===== src/rtl/sysid_info_regs_pkg.sv =====
// Shared constants for the system-ID register block: word addresses,
// CONTROL bit positions, block version and a byte-lane merge helper.
package sysid_info_regs_pkg;

    // Word addresses of the register map (addresses 8..15 are USER words)
    localparam logic [3:0] ADDR_ID        = 4'd0;
    localparam logic [3:0] ADDR_TIMESTAMP = 4'd1;
    localparam logic [3:0] ADDR_CONFIG    = 4'd2;
    localparam logic [3:0] ADDR_SCRATCH   = 4'd3;
    localparam logic [3:0] ADDR_UPTIME_LO = 4'd4;
    localparam logic [3:0] ADDR_UPTIME_HI = 4'd5;
    localparam logic [3:0] ADDR_CONTROL   = 4'd6;
    localparam logic [3:0] ADDR_RESERVED  = 4'd7;

    // CONTROL register bit positions
    localparam int CTRL_EN_BIT  = 0;
    localparam int CTRL_CLR_BIT = 1;

    // Block version reported in CONFIG[31:16]
    localparam logic [15:0] BLOCK_VERSION = 16'h0102;

    // Replace only the byte lanes of old_word whose enable bit is set
    function automatic logic [31:0] merge_bytes(input logic [31:0] old_word,
                                                input logic [31:0] new_word,
                                                input logic [3:0]  be);
        logic [31:0] merged;
        merged = old_word;
        for (int i = 0; i < 4; i++) begin
            if (be[i]) merged[8*i +: 8] = new_word[8*i +: 8];
        end
        return merged;
    endfunction

endpackage


===== src/rtl/sysid_info_regs_rd_pipe.sv =====
// Read-data delay line: carries a valid flag and its data word DEPTH
// cycles. Data is stored as zero when the stage is not valid, so the
// output word is zero whenever valid_o is low.
module sysid_rd_pipe #(
    parameter int DEPTH = 1,
    parameter int WIDTH = 32
) (
    input  logic             clock_i,
    input  logic             reset_i,
    input  logic             valid_i,
    input  logic [WIDTH-1:0] data_i,
    output logic             valid_o,
    output logic [WIDTH-1:0] data_o
);

    logic [DEPTH-1:0]            valid_q;
    logic [DEPTH-1:0][WIDTH-1:0] data_q;

    // Shift valid/data one stage per clock; reset flushes reads in flight
    always_ff @(posedge clock_i) begin
        if (reset_i) begin
            // NOTE: the data stages are reset too (not only the valid bits) so
            // readdata is guaranteed zero after reset; the array is tiny.
            valid_q <= '0;
            data_q  <= '0;
        end else begin
            // NOTE: non-blocking assignments make every stage read the value
            // its predecessor held before this edge, giving a true shift.
            valid_q[0] <= valid_i;
            data_q[0]  <= valid_i ? data_i : '0;
            for (int i = 1; i < DEPTH; i++) begin
                valid_q[i] <= valid_q[i-1];
                data_q[i]  <= data_q[i-1];
            end
        end
    end

    assign valid_o = valid_q[DEPTH-1];
    assign data_o  = data_q[DEPTH-1];

endmodule


===== src/rtl/sysid_info_regs.sv =====
// System identification register block: constant ID/timestamp/config and
// user words, a byte-writable scratch register, and a 64-bit uptime
// counter read through a LO-read-captures-HI snapshot.
module sysid_info_regs
    import sysid_info_regs_pkg::*;
#(
    parameter logic [31:0]       SYSTEM_ID       = 32'h0000_0000,
    parameter logic [31:0]       BUILD_TIMESTAMP = 32'h5AC2_7A80,
    parameter int                NUM_USER_WORDS  = 4,
    parameter logic [7:0][31:0]  USER_WORDS      = '0,
    parameter int                READ_LATENCY    = 1
) (
    input  logic        clock,
    input  logic        reset,
    input  logic [3:0]  address,
    input  logic        read,
    input  logic        write,
    input  logic [31:0] writedata,
    input  logic [3:0]  byteenable,
    output logic [31:0] readdata,
    output logic        readdatavalid,
    output logic        waitrequest
);

    localparam logic [31:0] CONFIG_WORD = {BLOCK_VERSION, 4'd0, 4'(READ_LATENCY),
                                           4'd0, 4'(NUM_USER_WORDS)};

    logic [31:0] scratch_q, scratch_d;
    logic [63:0] uptime_q,  uptime_d;
    logic [31:0] snap_q,    snap_d;
    logic        cnt_en_q,  cnt_en_d;
    logic        wr_accept;
    logic        ctrl_wr;
    logic [31:0] rd_word;

    // A write that coincides with a read is dropped; the read wins
    assign wr_accept = write & ~read;
    assign ctrl_wr   = wr_accept && (address == ADDR_CONTROL) && byteenable[0];

    // Next-state for scratch, counter enable, uptime counter and snapshot
    always_comb begin
        // NOTE: every output of this block gets a default first so no path
        // leaves a variable unassigned, which would infer a latch.
        scratch_d = scratch_q;
        cnt_en_d  = cnt_en_q;
        uptime_d  = uptime_q;
        snap_d    = snap_q;

        if (wr_accept && (address == ADDR_SCRATCH)) begin
            scratch_d = merge_bytes(scratch_q, writedata, byteenable);
        end

        if (ctrl_wr) begin
            cnt_en_d = writedata[CTRL_EN_BIT];
        end

        // Clear has priority over counting; the clear bit itself is not stored
        if (ctrl_wr && writedata[CTRL_CLR_BIT]) begin
            uptime_d = '0;
        end else if (cnt_en_q) begin
            uptime_d = uptime_q + 64'd1;
        end

        // Reading LO freezes the matching upper half for a later HI read
        if (read && (address == ADDR_UPTIME_LO)) begin
            snap_d = uptime_q[63:32];
        end
    end

    // Register state with synchronous active-high reset
    always_ff @(posedge clock) begin
        if (reset) begin
            scratch_q <= '0;
            uptime_q  <= '0;
            snap_q    <= '0;
            cnt_en_q  <= 1'b1;
        end else begin
            scratch_q <= scratch_d;
            uptime_q  <= uptime_d;
            snap_q    <= snap_d;
            cnt_en_q  <= cnt_en_d;
        end
    end

    // Read multiplexer, sampled in the cycle the read is accepted
    always_comb begin
        rd_word = '0;
        if (address[3]) begin
            if (int'(address[2:0]) < NUM_USER_WORDS) begin
                rd_word = USER_WORDS[address[2:0]];
            end
        end else begin
            case (address)
                ADDR_ID:        rd_word = SYSTEM_ID;
                ADDR_TIMESTAMP: rd_word = BUILD_TIMESTAMP;
                ADDR_CONFIG:    rd_word = CONFIG_WORD;
                ADDR_SCRATCH:   rd_word = scratch_q;
                ADDR_UPTIME_LO: rd_word = uptime_q[31:0];
                ADDR_UPTIME_HI: rd_word = snap_q;
                ADDR_CONTROL:   rd_word = {31'd0, cnt_en_q};
                default:        rd_word = '0;
            endcase
        end
    end

    sysid_rd_pipe #(
        .DEPTH (READ_LATENCY),
        .WIDTH (32)
    ) u_rd_pipe (
        .clock_i (clock),
        .reset_i (reset),
        .valid_i (read),
        .data_i  (rd_word),
        .valid_o (readdatavalid),
        .data_o  (readdata)
    );

    assign waitrequest = 1'b0;

endmodule


===== config.mk =====
export PLATFORM = sky130hd
export DESIGN_NAME = sysid_info_regs
export DESIGN_NICKNAME = d
export VERILOG_FILES = /design/src/rtl/sysid_info_regs_pkg.sv /design/src/rtl/sysid_info_regs_rd_pipe.sv /design/src/rtl/sysid_info_regs.sv
export SDC_FILE = /design/constraint.sdc
export NUM_CORES = 1
export LEC_CHECK = 0
export BUFFER_PORTS_ARGS = -buffer_cell sky130_fd_sc_hd__buf_2
export CAP_MARGIN = 10
export CELL_PAD_IN_SITES_DETAIL_PLACEMENT = 0
export CELL_PAD_IN_SITES_GLOBAL_PLACEMENT = 1
export CORE_MARGIN = 2
export CORE_UTILIZATION = 25
export CTS_BUF_LIST = sky130_fd_sc_hd__clkbuf_4 sky130_fd_sc_hd__clkbuf_8
export DETAILED_ROUTE_END_ITERATION = 10
export GPL_ROUTABILITY_DRIVEN = 0
export PLACE_DENSITY = 0.55
export SYNTH_ARGS = -nofsm -noshare
export SYNTH_HDL_FRONTEND = slang
export SYNTH_HIERARCHICAL = 1
export SYNTH_SLANG_ARGS = --single-unit

===== constraint.sdc =====
create_clock -name clock -period 3.4 [get_ports clock]
set_clock_uncertainty 0.05 [all_clocks]
set_input_delay 0.34 -clock clock [delete_from_list [all_inputs] [get_ports clock]]
set_output_delay 0.34 -clock clock [all_outputs]
set_load 0.02 [all_outputs]

==> flow_summary.json <==
{
  "hpwl_mm": 16.99,
  "antenna_found_initial": 0,
  "crit_start": "uptime_q[0]",
  "fillers": 3170,
  "rows": 62,
  "ys.warnings.count": 6,
  "maxCapViolations": 0,
  "synth_most_common_cell": "dfxtp_1",
  "synth-edff-count": 0,
  "final_cells": 1331,
  "synth_fp_nets": 919,
  "cp.arrival_ps": 2840,
  "critical_path_class": "register to register",
  "area_delta_synth_final_pct": 16.91,
  "post_cts_buffers": 0,
  "cts_tree": "built",
  "fin_area_um2": 8418,
  "routedWlPerCell_um": 17.72,
  "seq_area_um2": 3243,
  "root_buffer": "clkbuf_8",
  "synthCells": 874,
  "finalCriticalPeriod_ps": 2474,
  "ant_nets": 0,
  "wl_mm": 23.59,
  "antennaDiodeCount": 0,
  "drt_iter0_markers": 517,
  "final_nets": 979,
  "maxClockFrequency_mhz": 404.2,
  "htreeDepth": 4,
  "cts_resized": 0,
  "max-slew-margin-rel_pct": 34.64,
  "multi_input_area_um2": 3640,
  "final.setup.tns_ps": 0,
  "synth_ff_type": "dfxtp_1",
  "worst_pin_slew_ps": 980.4,
  "numCtsBuffers": 17,
  "r2r-start": "uptime_q[0]",
  "critPathLaunchType": "register",
  "die_y_um": 173.7,
  "power_density_nw_per_um2": 416.1,
  "routed_via_density": 4.836,
  "ctsLongestPathBuffers": 2,
  "post-place-cells": 1299,
  "period_share_pct": 72.77,
  "route.detailed.drc": 0,
  "first_pass_iters": 5,
  "hold_path_class": "primary input to register",
  "grt_first_pass_wirelength_mm": 36.80,
  "start_util_pct": 25.22,
  "io_buffers": 76,
  "synth_cell_type_count": 55,
  "finalPower_mw": 3.503,
  "ys_ff_latch": 162,
  "die_area_um2": 30180,
  "die_w_um": 173.7,
  "placed_cell_area_um2": 8023,
  "postCtsHoldBufs": 0,
  "status": "complete, no violations",
  "clk_latency_ps": 470,
  "synth.top_cell.area_share_pct": 45.04,
  "vias": 6437,
  "ys_top_cells_by_count": "dfxtp_1, nand2_1, a21oi_1",
  "clkSinkCount": 162,
  "p_leak_nw": 3.199,
  "cp_max_fo": 9,
  "reg2reg_to": "uptime_q[60]",
  "grt_use_total_pct": 15.71,
  "fin_worst_hold_slack_ps": 61.42,
  "cp_data_required_time_ps": 3760,
  "r2r_cells": 6,
  "hold_violations": 0,
  "endpoint_kind": "register",
  "syn_area_um2": 7201,
  "gr-total-overflow": 0,
  "path_cells": "ha_1, nand4_1, nor3_1, nand3_1, or3_1, a21oi_1",
  "reg2reg_slack_ps": 930,
  "synth_area_leaders": "dfxtp_1, nand2_1, a21oi_1, nand3_1, and3b_1",
  "synth_area_per_cell_um2": 8.239,
  "maxSlewViolCount": 0,
  "crit_path_max_incr_delay_ps": 470,
  "finalSetupViolations": 0,
  "core_area_um2": 28550,
  "synth_top_cell_by_area": "dfxtp_1",
  "yosysSeqAreaShare_pct": 45.04,
  "ys_async_sr_fraction_pct": 0,
  "rsz0062_at_grt": "false",
  "clk_pin_slew_worst_paths_ps": 100,
  "crit_end": "uptime_q[60]",
  "pin_count": 78,
  "grt_max_degree": 99,
  "drive_gt1_share_pct": 16.26,
  "ir_drop_uv": 221.4,
  "cp_slowest_cell": "nor3_1",
  "grt_pass1_vias": 6257
}
[state kept, by name (all words and copies together), names as in the netlist]
signal	count
u_rd_pipe/data_o	32
snap_q	32
cnt_en_q	1
scratch_q	32
uptime_q	64
u_rd_pipe/valid_o	1
[kinds of logic after synthesis]
logic type / after synthesis / share of synthesized area [%]
fa+ha+maj: 1 / 0.1737
simple gates: 419 / 31.24
compound gates: 163 / 13.45
xor+xnor: 41 / 4.987
buf+inv: 84 / 4.639
other cells: 1 / 0.05208
flops: 162 / 45.04
mux: 3 / 0.4170
[through the flow]
step	setup WS, ps	utilization, %
6_report	925.7	29.49
5_1_grt	648.3	29.49
4_1_cts	893.2	29.49
3_5_place_dp	893.8	28.10
3_3_place_gp	939.0	28.10
2_1_floorplan	1397	-
[layout by cell type (no fill, tap or decap), drive strengths merged, types with 2 or more instances in the layout]
| master | instances |
|---|---|
| a31o | 2 |
| or4 | 8 |
| a21o | 3 |
| nand2 | 142 |
| clkinvlp | 4 |
| clkinv | 4 |
| nand3 | 59 |
| xnor2 | 11 |
| o21ai | 19 |
| or2 | 2 |
| mux2i | 3 |
| o31ai | 16 |
| clkbuf | 18 |
| and3 | 9 |
| nor2b | 3 |
| and3b | 32 |
| and4 | 8 |
| nor2 | 67 |
| nor3 | 9 |
| and2 | 5 |
| nor4 | 16 |
| a21oi | 101 |
| buf | 98 |
| or3 | 11 |
| inv | 32 |
| a222oi | 15 |
| xor2 | 30 |
| dfxtp | 162 |
| nand4 | 41 |
[critical path: cells and delay by family, from the launching register on]
family                   cells  cell delay [ps]
AO/OA/AOI/OAI                1              140
adder cells (fa/ha/maj)      1              250
flip-flops                   1              440
AND/OR/NAND/NOR              4             1530
[worst min path at each step]
| stage | start | to | slack (ps) | cells past startpoint |
|---|---|---|---|---|
| final | writedata[6] | scratch_q[6] | 60 | 3 |
| after CTS | writedata[23] | scratch_q[23] | 30 | 3 |
| after global placement | snap_q[19] | snap_q[19] | 400 | 2 |
| after detailed placement | snap_q[11] | snap_q[11] | 400 | 2 |
| after floorplan | scratch_q[17] | scratch_q[17] | 380 | 2 |
| after global routing | writedata[2] | scratch_q[2] | 50 | 3 |
[layout make-up]
class | instances | share of cell area, %
multi-input cells | 628 | 43.24
well taps | 384 | 5.707
clock buffers | 18 | 2.943
inverters | 27 | 1.204
repair buffers | 98 | 6.629
clock inverters | 14 | 1.754
flip-flops and latches | 162 | 38.53
[metal layers]
metal / vias up / wire length [um] / GRT usage (%)
li1: 3210 / - / -
met1: 3081 / 11850 / 21.91
met2: 126 / 10560 / 25.02
met3: 20 / 881 / 2.741
met4: 0 / 295 / 4.202
met5: - / 0 / 0
[report_power, final]
part | internal (mW) | switching, mW | leakage [nW]
logic | 0.0520 | 0.112 | 1.70
clock network | 0.620 | 0.807 | 0.189
registers | 1.90 | 0.00762 | 1.31
Power figures use the tool's default switching activity.
